**config.mk**
```make
export PLATFORM = sky130hd
export DESIGN_NAME = product_accumulator_8
export DESIGN_NICKNAME = d
export VERILOG_FILES = /design/src/rtl/product_accumulator_8.sv
export SDC_FILE = /design/constraint.sdc
export NUM_CORES = 1
export LEC_CHECK = 0
export CAP_MARGIN = 40
export CORE_MARGIN = 5
export CORE_UTILIZATION = 53
export DETAILED_ROUTE_END_ITERATION = 8
export PLACE_DENSITY = 0.8
export SYNTH_ARGS = -nofsm -noshare
export SYNTH_HDL_FRONTEND = slang
export SYNTH_SLANG_ARGS = --single-unit
export TNS_END_PERCENT = 50
```
**constraint.sdc**
```tcl
create_clock -name clk -period 3.2 [get_ports clk]
set_input_delay 0.32 -clock clk [delete_from_list [all_inputs] [get_ports clk]]
set_output_delay 0.32 -clock clk [all_outputs]
set_load 0.02 [all_outputs]
```
**src/rtl/product_accumulator_8.sv**
```systemverilog
// product_accumulator_8: sums ACC_LEN accepted 16-bit products into one result; define PRODUCT_ACC_SATURATE_EN to clamp on carry instead of wrapping
module product_accumulator_8 #(
  parameter int ACC_LEN = 8,
  parameter int ACC_W   = 20
) (
  input  logic             clk,
  input  logic             rst_n,
  input  logic [15:0]      product,
  input  logic             in_valid,
  output logic             in_ready,
  input  logic             clear,
  output logic [ACC_W-1:0] result,
  output logic             out_valid,
  input  logic             out_ready,
  output logic [7:0]       count,
  output logic             overflow
);
  typedef enum logic {ACCUM, DONE} state_t;
  state_t           state_q, state_d;
  logic [ACC_W-1:0] acc_q, acc_d, result_q, result_d, acc_sum;
  logic [7:0]       count_q, count_d;
  logic             ovf_q, ovf_d;
  logic [ACC_W:0]   sum_w;
  logic             carry;
  assign sum_w = {1'b0, acc_q} + {{(ACC_W-15){1'b0}}, product};
  assign carry = sum_w[ACC_W];
`ifdef PRODUCT_ACC_SATURATE_EN
  assign acc_sum = carry ? '1 : sum_w[ACC_W-1:0];
`else
  assign acc_sum = sum_w[ACC_W-1:0];
`endif
  assign in_ready  = state_q == ACCUM;
  assign out_valid = state_q == DONE;
  assign result    = result_q;
  assign count     = count_q;
  assign overflow  = ovf_q;
  // next state: clear beats accept and release; the last accept latches the result
  always_comb begin
    state_d  = state_q;
    acc_d    = acc_q;
    result_d = result_q;
    count_d  = count_q;
    ovf_d    = ovf_q;
    if (clear || (state_q == DONE && out_ready)) begin
      state_d = ACCUM;
      acc_d   = '0;
      count_d = '0;
      ovf_d   = 1'b0;
    end else if (state_q == ACCUM && in_valid) begin
      acc_d   = acc_sum;
      count_d = count_q + 8'd1;
      ovf_d   = ovf_q | carry;
      if (count_q == 8'(ACC_LEN - 1)) begin
        result_d = acc_sum;
        state_d  = DONE;
      end
    end
  end
  // state registers with synchronous active-low reset
  always_ff @(posedge clk) begin
    if (!rst_n) begin
      state_q  <= ACCUM;
      acc_q    <= '0;
      result_q <= '0;
      count_q  <= '0;
      ovf_q    <= 1'b0;
    end else begin
      state_q  <= state_d;
      acc_q    <= acc_d;
      result_q <= result_d;
      count_q  <= count_d;
      ovf_q    <= ovf_d;
    end
  end
endmodule
```
==> flow_summary_export.csv, run 1 <==
group,metric,value,unit
critical_path,path_buf_inv,2,
cts,cts.root.buffer_cell,"sky130_fd_sc_hd__clkbuf_8",
drt,routed_wirelength,7560,um
synth,post_synthesis_compound_gate_area_fraction,22.7,%
drt,drt_iter0_drc,204,
synth,synth_top_cells_by_count,"51 x sky130_fd_sc_hd__nand2_1, 50 x sky130_fd_sc_hd__dfxtp_1, 32 x sky130_fd_sc_hd__a21oi_1",
synth,portion_of_netlist_area_occupied_by_mux_cells,1.08,%
cts,cts_made_buffers,5,
synth,synth_largest_type_area_fraction,34.5,%
cts,setup_fix_buffers_added_after_clock_tree_synthesis,0,
critical_path,timing.critical_path.slowest_cell_delay,420,ps
synth,xor_and_xnor_fraction_of_the_mapped_netlist_area,4.83,%
synth,synthAdderAreaFrac,8.01,%
place,placed_cells,469,
sta,tightestPinTransition,822,ps
cells_and_area,antenna_cells,0,
cts,clkLatencyLatePin,300,ps
sta,timing_hold_violations_final,0,
synth,synthDistinctLibCells,58,
global_route,grt_util_all_layers,21.7,%
global_route,grt_antenna_before_repair,0,
synth,post-synth-top-count-cell,"sky130_fd_sc_hd__nand2_1",
cts,cts_sinks,50,
drt,post_drt_via_cell_ratio,5.94,
global_route,grt_start_max_net_pins,24,
sta,relSlewSlack,45.0,%
power_and_ir_drop,vdd.ir_drop.worst,0.249,mV
sta,timing.clock.skew,2.67,ps
synth,syn-mean-instance-area,8.09,sq um
synth,post_synth_and_or_nand_nor_area_fraction,25.2,%
cells_and_area,post_layout_nonfiller_instances,477,
cts,clkTransAtPathRegs,90,ps
sta,finalSetupViolCount,0,
place,gp_routability_congestion,0.903,
cts,tritoncts,"yes",
synth,postSynthCellCount,359,
sta,hold-worst-slack,452,ps
power_and_ir_drop,p_leak,1.37,nW
synth,synth_ff_type,"sky130_fd_sc_hd__dfxtp_1",
outcome,outcome,"complete, no violations",
global_route,globalRouteOverflowTotal,0,
power_and_ir_drop,report.power.total,1.29,mW
die,core_area,5410,sq um
synth,largest_family_of_logic_cells_by_synthesized_area,"simple AND/OR/NAND/NOR gates",
cts,post_cts_hold_buffer_count,0,
synth,synth.top_cells.by_area,"sky130_fd_sc_hd__dfxtp_1 34%, sky130_fd_sc_hd__ha_1 7.3%, sky130_fd_sc_hd__nand2_1 6.6%",
cells_and_area,final_net_count,443,
synth,postSynth.asyncResetShare,0,%
synth,synth.yosys.warnings,0,
drt,drc,0,
sta,grt_setup_unrepaired,"false",
critical_path,critPathCaptureType,"register",
place,dp_hpwl,5510,um
job,timing.max_cap.violations,0,
cells_and_area,layout-drive-gt1-share,7.16,%
synth,postSynthRegisterBits,50,
critical_path,maximum_net_fanout_on_the_critical_path,4,
sta,fmax,0.410,GHz
die,dieHeight,84.0,um
sta,final_layout_setup_total_negative_slack,0,ps
sta,finalCritPeriodShare,76.3,%
place,placement.io_buffers,51,
die,std_cell_rows,27,
critical_path,worst-endpoint-arrival,2630,ps
cells_and_area,flow.area_growth_from_synthesis,23.6,%
synth,seq_area_frac_synth,34.5,%
die,fp.dieW,84.0,um
power_and_ir_drop,power_per_cell_area,359,nW/um^2
drt,antenna_left,0,
critical_path,worst-endpoint-required,3390,ps
cts,cts_max_path_buffers,2,
die,initial_utilization,53.7,%
die,die-area,7060,sq um
global_route,grt_pass1_wl,12900,um
cts,htreeDepth,2,
sta,final_max_slew_viol_count,0,
global_route,grt_pass1_vias,2776,
worst_hold_path,hold_path.class,"register to register",
cts,post_cts.resized_instances,0,
sta,final.min_clock_period,2440,ps
drt,post_drt_wl_per_cell,15.9,um
critical_path,top_delay_family_on_crit_path,"compound AO/OA/AOI/OAI gates",
critical_path,crit_path_top_delay_cell,"sky130_fd_sc_hd__fa_1",
die,io-pin-count,52,
critical_path,cp-start-kind,"primary input",
drt,via_count,2834,
critical_path,critical_path_s_most_frequent_cell,"sky130_fd_sc_hd__o21ai_1",
critical_path,worstPathCellList,"clkdlybuf4s50_1 > ha_1 > fa_1 > a21o_1 > a221oi_2 > buf_4 > o21ai_1 > a31oi_1 > xor2_1 > o21ai_1",
drt,tritonroute_pass_1_iters,4,
synth,yosys.area.top_type,"sky130_fd_sc_hd__dfxtp_1",
critical_path,crit_type,"primary input to register",
synth,synth_fp_nets,398,
synth,synth-edff-count,0,
synth,syn-cell-area,2900,sq um
[kinds of logic (layout without fill, tap and decap cells)]
family | after synthesis | in the layout
fa+ha+maj | 18 | 18
compound gates | 97 | 97
buf+inv | 26 | 72
simple gates | 149 | 149
mux | 3 | 3
xor+xnor | 16 | 16
flops | 50 | 50
[final timing paths]
path / cells past startpoint / from / endpoint / slack [ps]
hold reg to reg: 2 / result[4] / result[4] / 450
setup / recovery: 10 / product[0] / acc_q[10] / 760
hold / removal: 2 / result[4] / result[4] / 450
setup reg to reg: 9 / acc_q[0] / acc_q[10] / 870
[per-layer routing]
metal,vias to the layer above,global-route usage [%],wire length (um)
met3,15,4.34,548
li1,1405,-,-
met2,96,37.6,3670
met4,0,6.29,106
met1,1318,26.9,3240
met5,-,0,0
[area by class of cell]
cell class	count	area [sq um]
Clock buffer	7	76.3
Sequential cell	50	1000
Multi-Input combinational cell	283	1800
Clock inverter	1	30.0
Fill cell	480	1820
Timing Repair Buffer	60	578
Inverter	4	15.0
Tap cell	72	90.1
[layout by cell type, fill, tap and decap left out, types with 4 or more instances in the layout]
cell type / instances
sky130_fd_sc_hd__ha_1: 17
sky130_fd_sc_hd__or3_1: 9
sky130_fd_sc_hd__nand2_1: 51
sky130_fd_sc_hd__o211ai_1: 5
sky130_fd_sc_hd__dfxtp_1: 50
sky130_fd_sc_hd__buf_4: 9
sky130_fd_sc_hd__nand3_1: 27
sky130_fd_sc_hd__a21oi_1: 32
sky130_fd_sc_hd__or4_1: 4
sky130_fd_sc_hd__and3_1: 5
sky130_fd_sc_hd__o21ai_0: 17
sky130_fd_sc_hd__nor4_1: 4
sky130_fd_sc_hd__nor2_1: 20
sky130_fd_sc_hd__xnor2_1: 8
sky130_fd_sc_hd__inv_1: 4
sky130_fd_sc_hd__xor2_1: 8
sky130_fd_sc_hd__clkbuf_8: 5
sky130_fd_sc_hd__nand4_1: 12
sky130_fd_sc_hd__nor3_1: 6
sky130_fd_sc_hd__a21o_1: 7
sky130_fd_sc_hd__clkdlybuf4s50_1: 51
sky130_fd_sc_hd__o21ai_1: 4
[per-stage QoR]
stage               utilization [%]  cell area (sq um)  worst slack, ps
global placement               64.4               3480              483
floorplan                         -               2900              880
CTS                            66.4               3590              730
finish                         66.4               3590              758
detailed placement             64.4               3480              415
global route                   66.4               3590              667
[tightest hold or removal path, cell delays in order (launching register included)]
cell	delay, ps
sky130_fd_sc_hd__dfxtp_1	320
sky130_fd_sc_hd__nand2_1	50
sky130_fd_sc_hd__a21oi_1	50
[power breakdown]
group,switching (mW),internal [mW]
clock,0.205,0.234
combinational,0.123,0.0879
sequential,0.00723,0.632
[registers in the layout, indices dropped and copies added (netlist names)]
name       flops
result        20
out_valid      1
acc_q         20
count          8
overflow       1
Power figures use the tool's default switching activity.
==> run 2: changes to the inputs <==
==> constraint.sdc (replaced) <==
create_clock -name clk -period 2.5 [get_ports clk]
set_input_delay 0.25 -clock clk [delete_from_list [all_inputs] [get_ports clk]]
set_output_delay 0.25 -clock clk [all_outputs]
set_load 0.02 [all_outputs]
==> flow_summary_export.csv, run 2 (synthesis gave the netlist of run 1 again) <==
group,metric,value,unit
outcome,outcome,"complete, no violations",
place,gp_routability_congestion,0.869,
die,core_area,5410,sq um
sta,final_max_slew_viol_count,0,
place,pre_cts_slack,-180,ps
job,timing.max_cap.violations,0,
power_and_ir_drop,vdd.ir_drop.worst,0.347,mV
drt,post_drt_via_cell_ratio,5.82,
cells_and_area,layout-drive-gt1-share,13.1,%
die,fp.dieW,84.0,um
cts,cts_sinks,50,
cts,cts.root.buffer_cell,"sky130_fd_sc_hd__clkbuf_8",
worst_hold_path,hold_path.class,"register to register",
die,dieHeight,84.0,um
cts,clkLatencyLatePin,310,ps
power_and_ir_drop,power_per_cell_area,478,nW/um^2
die,io-pin-count,52,
sta,relSlewSlack,61.8,%
cells_and_area,antenna_cells,0,
place,placement.io_buffers,51,
critical_path,reg2reg_to,"acc_q[12]",
critical_path,r2r_slack,230,ps
drt,routed_wirelength,7770,um
cells_and_area,most_used_cells_in_the_layout_excluding_fill_and_tap_cells,"51 x sky130_fd_sc_hd__nand2_1, 51 x sky130_fd_sc_hd__clkdlybuf4s50_1, 50 x sky130_fd_sc_hd__dfxtp_1",
drt,post_drt_wl_per_cell,15.5,um
critical_path,maximum_net_fanout_on_the_critical_path,3,
global_route,grt_util_all_layers,22.9,%
sta,timing_hold_violations_final,0,
critical_path,top_delay_family_on_crit_path,"compound AO/OA/AOI/OAI gates",
global_route,grt_start_max_net_pins,20,
critical_path,crit_path_top_delay_cell,"sky130_fd_sc_hd__clkdlybuf4s50_1",
drt,drc,0,
sta,final_setup_slack_of_the_worst_path,193,ps
cts,tritoncts,"yes",
cells_and_area,final_util,70.3,%
critical_path,reg2reg_depth,9,
drt,antenna_left,0,
cts,cts_made_buffers,5,
drt,drt_iter0_drc,143,
die,initial_utilization,53.7,%
worst_hold_path,holdPathEnd,"result[6]",
worst_hold_path,cell_depth_of_the_worst_min_delay_path,2,
power_and_ir_drop,p_leak,1.49,nW
critical_path,worstPathCellList,"clkdlybuf4s50_1 > ha_1 > a211o_1 > a2111o_1 > nand3_2 > a21oi_2 > or3_1 > o2111a_1",
critical_path,timing.critical_path.slowest_cell_delay,460,ps
drt,tritonroute_pass_1_iters,5,
critical_path,crit_type,"primary input to register",
cts,setup_fix_buffers_added_after_clock_tree_synthesis,0,
sta,final.min_clock_period,2310,ps
cts,cts_max_path_buffers,2,
sta,timing.clock.skew,2.54,ps
place,placed_cells,492,
critical_path,cp-start-kind,"primary input",
cells_and_area,final_net_count,466,
global_route,grt_pass1_wl,13600,um
critical_path,worst-endpoint-arrival,2520,ps
place,placement.cell_area,3650,sq um
die,die-area,7060,sq um
cts,clkTransAtPathRegs,90,ps
sta,fmax,0.434,GHz
cells_and_area,final_cell_area,3800,sq um
sta,tightestPinTransition,572,ps
global_route,grt_antenna_before_repair,0,
drt,via_count,2911,
die,std_cell_rows,27,
critical_path,worst-endpoint-required,2710,ps
worst_hold_path,min-delay-start,"result[6]",
sta,finalSetupViolCount,0,
cells_and_area,post_layout_nonfiller_instances,500,
cts,post_cts.resized_instances,0,
place,dp_hpwl,5670,um
cells_and_area,flow.area_growth_from_synthesis,30.8,%
critical_path,rr_startpoint,"acc_q[0]",
cts,htreeDepth,2,
sta,grt_setup_unrepaired,"false",
cts,post_cts_hold_buffer_count,0,
global_route,globalRouteOverflowTotal,0,
global_route,grt_pass1_vias,2925,
critical_path,path_buf_inv,1,
cells_and_area,filler_cell_count,475,
sta,finalCritPeriodShare,92.3,%
critical_path,critPathCaptureType,"register",
## run 2: through the flow
stage          TNS (ps)  hold slack [ps]  power, mW
6_report              0              451       1.81
5_1_grt               0              485       1.89
4_1_cts               0              454       1.82
3_5_place_dp      -2240              442       1.13
3_3_place_gp      -1140              437       1.12
2_1_floorplan         0              440       1.02
## run 2: final cells by class
cell class	count	area, sq um	share of cell area, %
repair buffers	83	751	19.8
multi-input cells	283	1800	47.5
flip-flops and latches	50	1000	26.4
clock inverters	3	68.8	1.81
inverters	4	15.0	0.395
well taps	72	90.1	2.37
clock buffers	5	68.8	1.81
## run 2: how the worst max path moves through the flow
stage                    start         end  slack, ps  cells after the start
finish              product[1]  result[19]        190                      8
global route        product[1]  result[17]         20                      8
CTS                 product[0]  result[10]        120                     10
detailed placement  product[0]   acc_q[10]       -180                     10
global placement    product[0]  result[10]       -120                     10
floorplan             acc_q[0]   acc_q[10]        220                      8
## run 2: worst min-delay path, cell delays in order (launching register included)
cell	delay (ps)
sky130_fd_sc_hd__dfxtp_1	320
sky130_fd_sc_hd__nand2_1	50
sky130_fd_sc_hd__a21oi_1	50
## run 2: routing by layer
layer,vias up,part of all wire [%],global-route usage [%]
met5,-,0,0
met4,0,1.8,7.89
met3,15,4.9,4.84
met2,91,49,38.5
met1,1357,45,28.8
li1,1448,-,-
## run 2: report_power, final
part	switching [mW]	internal, mW
clock	0.292	0.401
sequential	0.00884	0.809
combinational	0.167	0.136
==> run 3: changes to the inputs <==
--- a/config.mk
+++ b/config.mk
@@ -5,8 +5,7 @@
 export SDC_FILE = /design/constraint.sdc
 export NUM_CORES = 1
 export LEC_CHECK = 0
-export CAP_MARGIN = 40
-export CORE_MARGIN = 5
+export CORE_MARGIN = 2
 export CORE_UTILIZATION = 53
 export DETAILED_ROUTE_END_ITERATION = 8
 export PLACE_DENSITY = 0.8
==> flow_summary_export.csv, run 3 (synthesis gave the netlist of run 1 again) <==
group,metric,value,unit
outcome,outcome,"complete, no violations",
sta,final_max_slew_viol_count,0,
die,initial_utilization,55.8,%
power_and_ir_drop,switching_share,29.0,%
power_and_ir_drop,cell_internal_pwr,1.14,mW
critical_path,crit_path_top_delay_cell,"sky130_fd_sc_hd__clkdlybuf4s50_1",
critical_path,cp-start-kind,"primary input",
cts,post_cts_hold_buffer_count,0,
sta,grt_setup_unrepaired,"false",
critical_path,worstPathCellList,"clkdlybuf4s50_1 > ha_1 > fa_1 > a21o_1 > a221oi_2 > buf_4 > o21ai_1 > a31oi_1 > xor2_1 > o21ai_1",
cells_and_area,layout-drive-gt1-share,12.6,%
drt,via_count,2900,
cts,post_cts.resized_instances,0,
cts,tritoncts,"yes",
critical_path,worst-endpoint-arrival,2540,ps
cts,cts.root.buffer_cell,"sky130_fd_sc_hd__clkbuf_8",
critical_path,rr_startpoint,"acc_q[0]",
critical_path,critical_path_s_most_frequent_cell,"sky130_fd_sc_hd__o21ai_1",
sta,relSlewSlack,70.1,%
critical_path,crit_type,"primary input to register",
die,die-area,6090,sq um
cts,htreeDepth,2,
drt,tritonroute_pass_1_iters,4,
sta,timing_hold_violations_final,0,
cells_and_area,final_util,71.9,%
sta,final_setup_slack_of_the_worst_path,164,ps
worst_hold_path,hold_path.class,"register to register",
critical_path,r2r_slack,200,ps
die,dieHeight,78.0,um
cts,clkTransAtPathRegs,90,ps
power_and_ir_drop,clock_power_share,30.4,%
cts,clkLatencyLatePin,310,ps
critical_path,reg2reg_depth,9,
cts,cts_max_path_buffers,2,
cells_and_area,antenna_cells,0,
cells_and_area,flow.area_growth_from_synthesis,28.9,%
power_and_ir_drop,seqPwrFrac,50.8,%
drt,drt_iter0_drc,143,
cells_and_area,filler_cell_count,440,
place,dp_hpwl,5630,um
cts,setup_fix_buffers_added_after_clock_tree_synthesis,0,
sta,tightestPinTransition,447,ps
power_and_ir_drop,power_per_cell_area,431,nW/um^2
global_route,grt_start_max_net_pins,20,
place,placement.io_buffers,51,
worst_hold_path,min-delay-start,"result[5]",
drt,post_drt_via_cell_ratio,5.82,
die,core_area,5200,sq um
critical_path,worst-endpoint-required,2710,ps
die,std_cell_rows,26,
worst_hold_path,holdPathEnd,"result[5]",
cts,cts_sinks,50,
critical_path,timing.critical_path.slowest_cell_delay,410,ps
cells_and_area,final_net_count,466,
sta,finalSetupViolCount,0,
cells_and_area,most_used_cells_in_the_layout_excluding_fill_and_tap_cells,"51 x sky130_fd_sc_hd__nand2_1, 51 x sky130_fd_sc_hd__clkdlybuf4s50_1, 50 x sky130_fd_sc_hd__dfxtp_1",
global_route,globalRouteOverflowTotal,0,
power_and_ir_drop,p_sw,467,uW
drt,drc,0,
power_and_ir_drop,vdd.ir_drop.worst,0.238,mV
drt,post_drt_wl_per_cell,15.2,um
power_and_ir_drop,p_leak,1.47,nW
cts,cts_made_buffers,5,
sta,final_layout_setup_total_negative_slack,0,ps
worst_hold_path,cell_depth_of_the_worst_min_delay_path,2,
sta,final.min_clock_period,2340,ps
critical_path,critPathCaptureType,"register",
sta,fmax,0.428,GHz
critical_path,reg2reg_to,"result[10]",
place,gp_routability_congestion,0.926,
die,fp.dieW,78.0,um
power_and_ir_drop,comb_power_share,18.8,%
global_route,grt_antenna_before_repair,0,
place,pre_cts_slack,-156,ps
global_route,grt_pass1_vias,2822,
drt,routed_wirelength,7590,um
global_route,grt_util_all_layers,26.2,%
sta,finalCritPeriodShare,93.4,%
drt,antenna_left,0,
sta,timing.clock.skew,6.89,ps
die,io-pin-count,52,
global_route,grt_pass1_wl,13000,um
job,timing.max_cap.violations,0,
critical_path,maximum_net_fanout_on_the_critical_path,4,
[run 3: worst max-delay path by stage]
| stage | startpoint | to | slack [ps] | cells past startpoint |
|---|---|---|---|---|
| finish | product[0] | result[10] | 160 | 10 |
| global route | product[0] | acc_q[10] | 20 | 10 |
| CTS | product[0] | result[10] | 170 | 10 |
| detailed placement | product[0] | acc_q[10] | -160 | 10 |
| global placement | product[0] | result[10] | -120 | 10 |
| floorplan | acc_q[0] | acc_q[10] | 220 | 8 |
[run 3: per-stage QoR]
stage                     hold slack (ps)  instances  power [mW]  area [sq um]
final                                 456        498        1.61          3740
after global routing                  486        498        1.69          3740
after CTS                             459        498        1.62          3740
after detailed placement              446        490        1.14          3650
after global placement                438        490        1.13          3650
after floorplan                       440        359        1.02          2900
[run 3: final cells by class]
cell class	instances	area [sq um]	share of cell area [%]
clock buffer	5	68.8	1.84
inverter	4	15.0	0.401
clock inverter	3	21.3	0.568
timing repair buffer	83	751	20.1
multi-input combinational	283	1800	48.0
sequential	50	1000	26.7
tap	70	87.6	2.34
[run 3: critical path, delay by kind of cell]
kind                       cells  cell delay, ps
xor gates and xnor gates       1             200
AOI/OAI and AO/OA              5             850
adders and majority gates      2             640
buffers and inverters          2             590
[run 3: layer usage]
| metal | up-vias | GRT usage [%] | routed length [um] |
|---|---|---|---|
| li1 | 1452 | - | - |
| met1 | 1349 | 32.8 | 3370 |
| met2 | 90 | 45.5 | 3680 |
| met3 | 9 | 4.60 | 454 |
| met4 | 0 | 8.77 | 89 |
| met5 | - | 0 | 0 |
[run 3: power by group through the flow]
| stage | registers (mW) | logic [mW] | clock network [mW] |
|---|---|---|---|
| after floorplan | 0.835 | 0.180 | 0 |
| after global placement | 0.836 | 0.291 | 0 |
| after detailed placement | 0.837 | 0.299 | 0 |
| after CTS | 0.818 | 0.300 | 0.501 |
| after global routing | 0.820 | 0.332 | 0.538 |
| final | 0.818 | 0.303 | 0.490 |
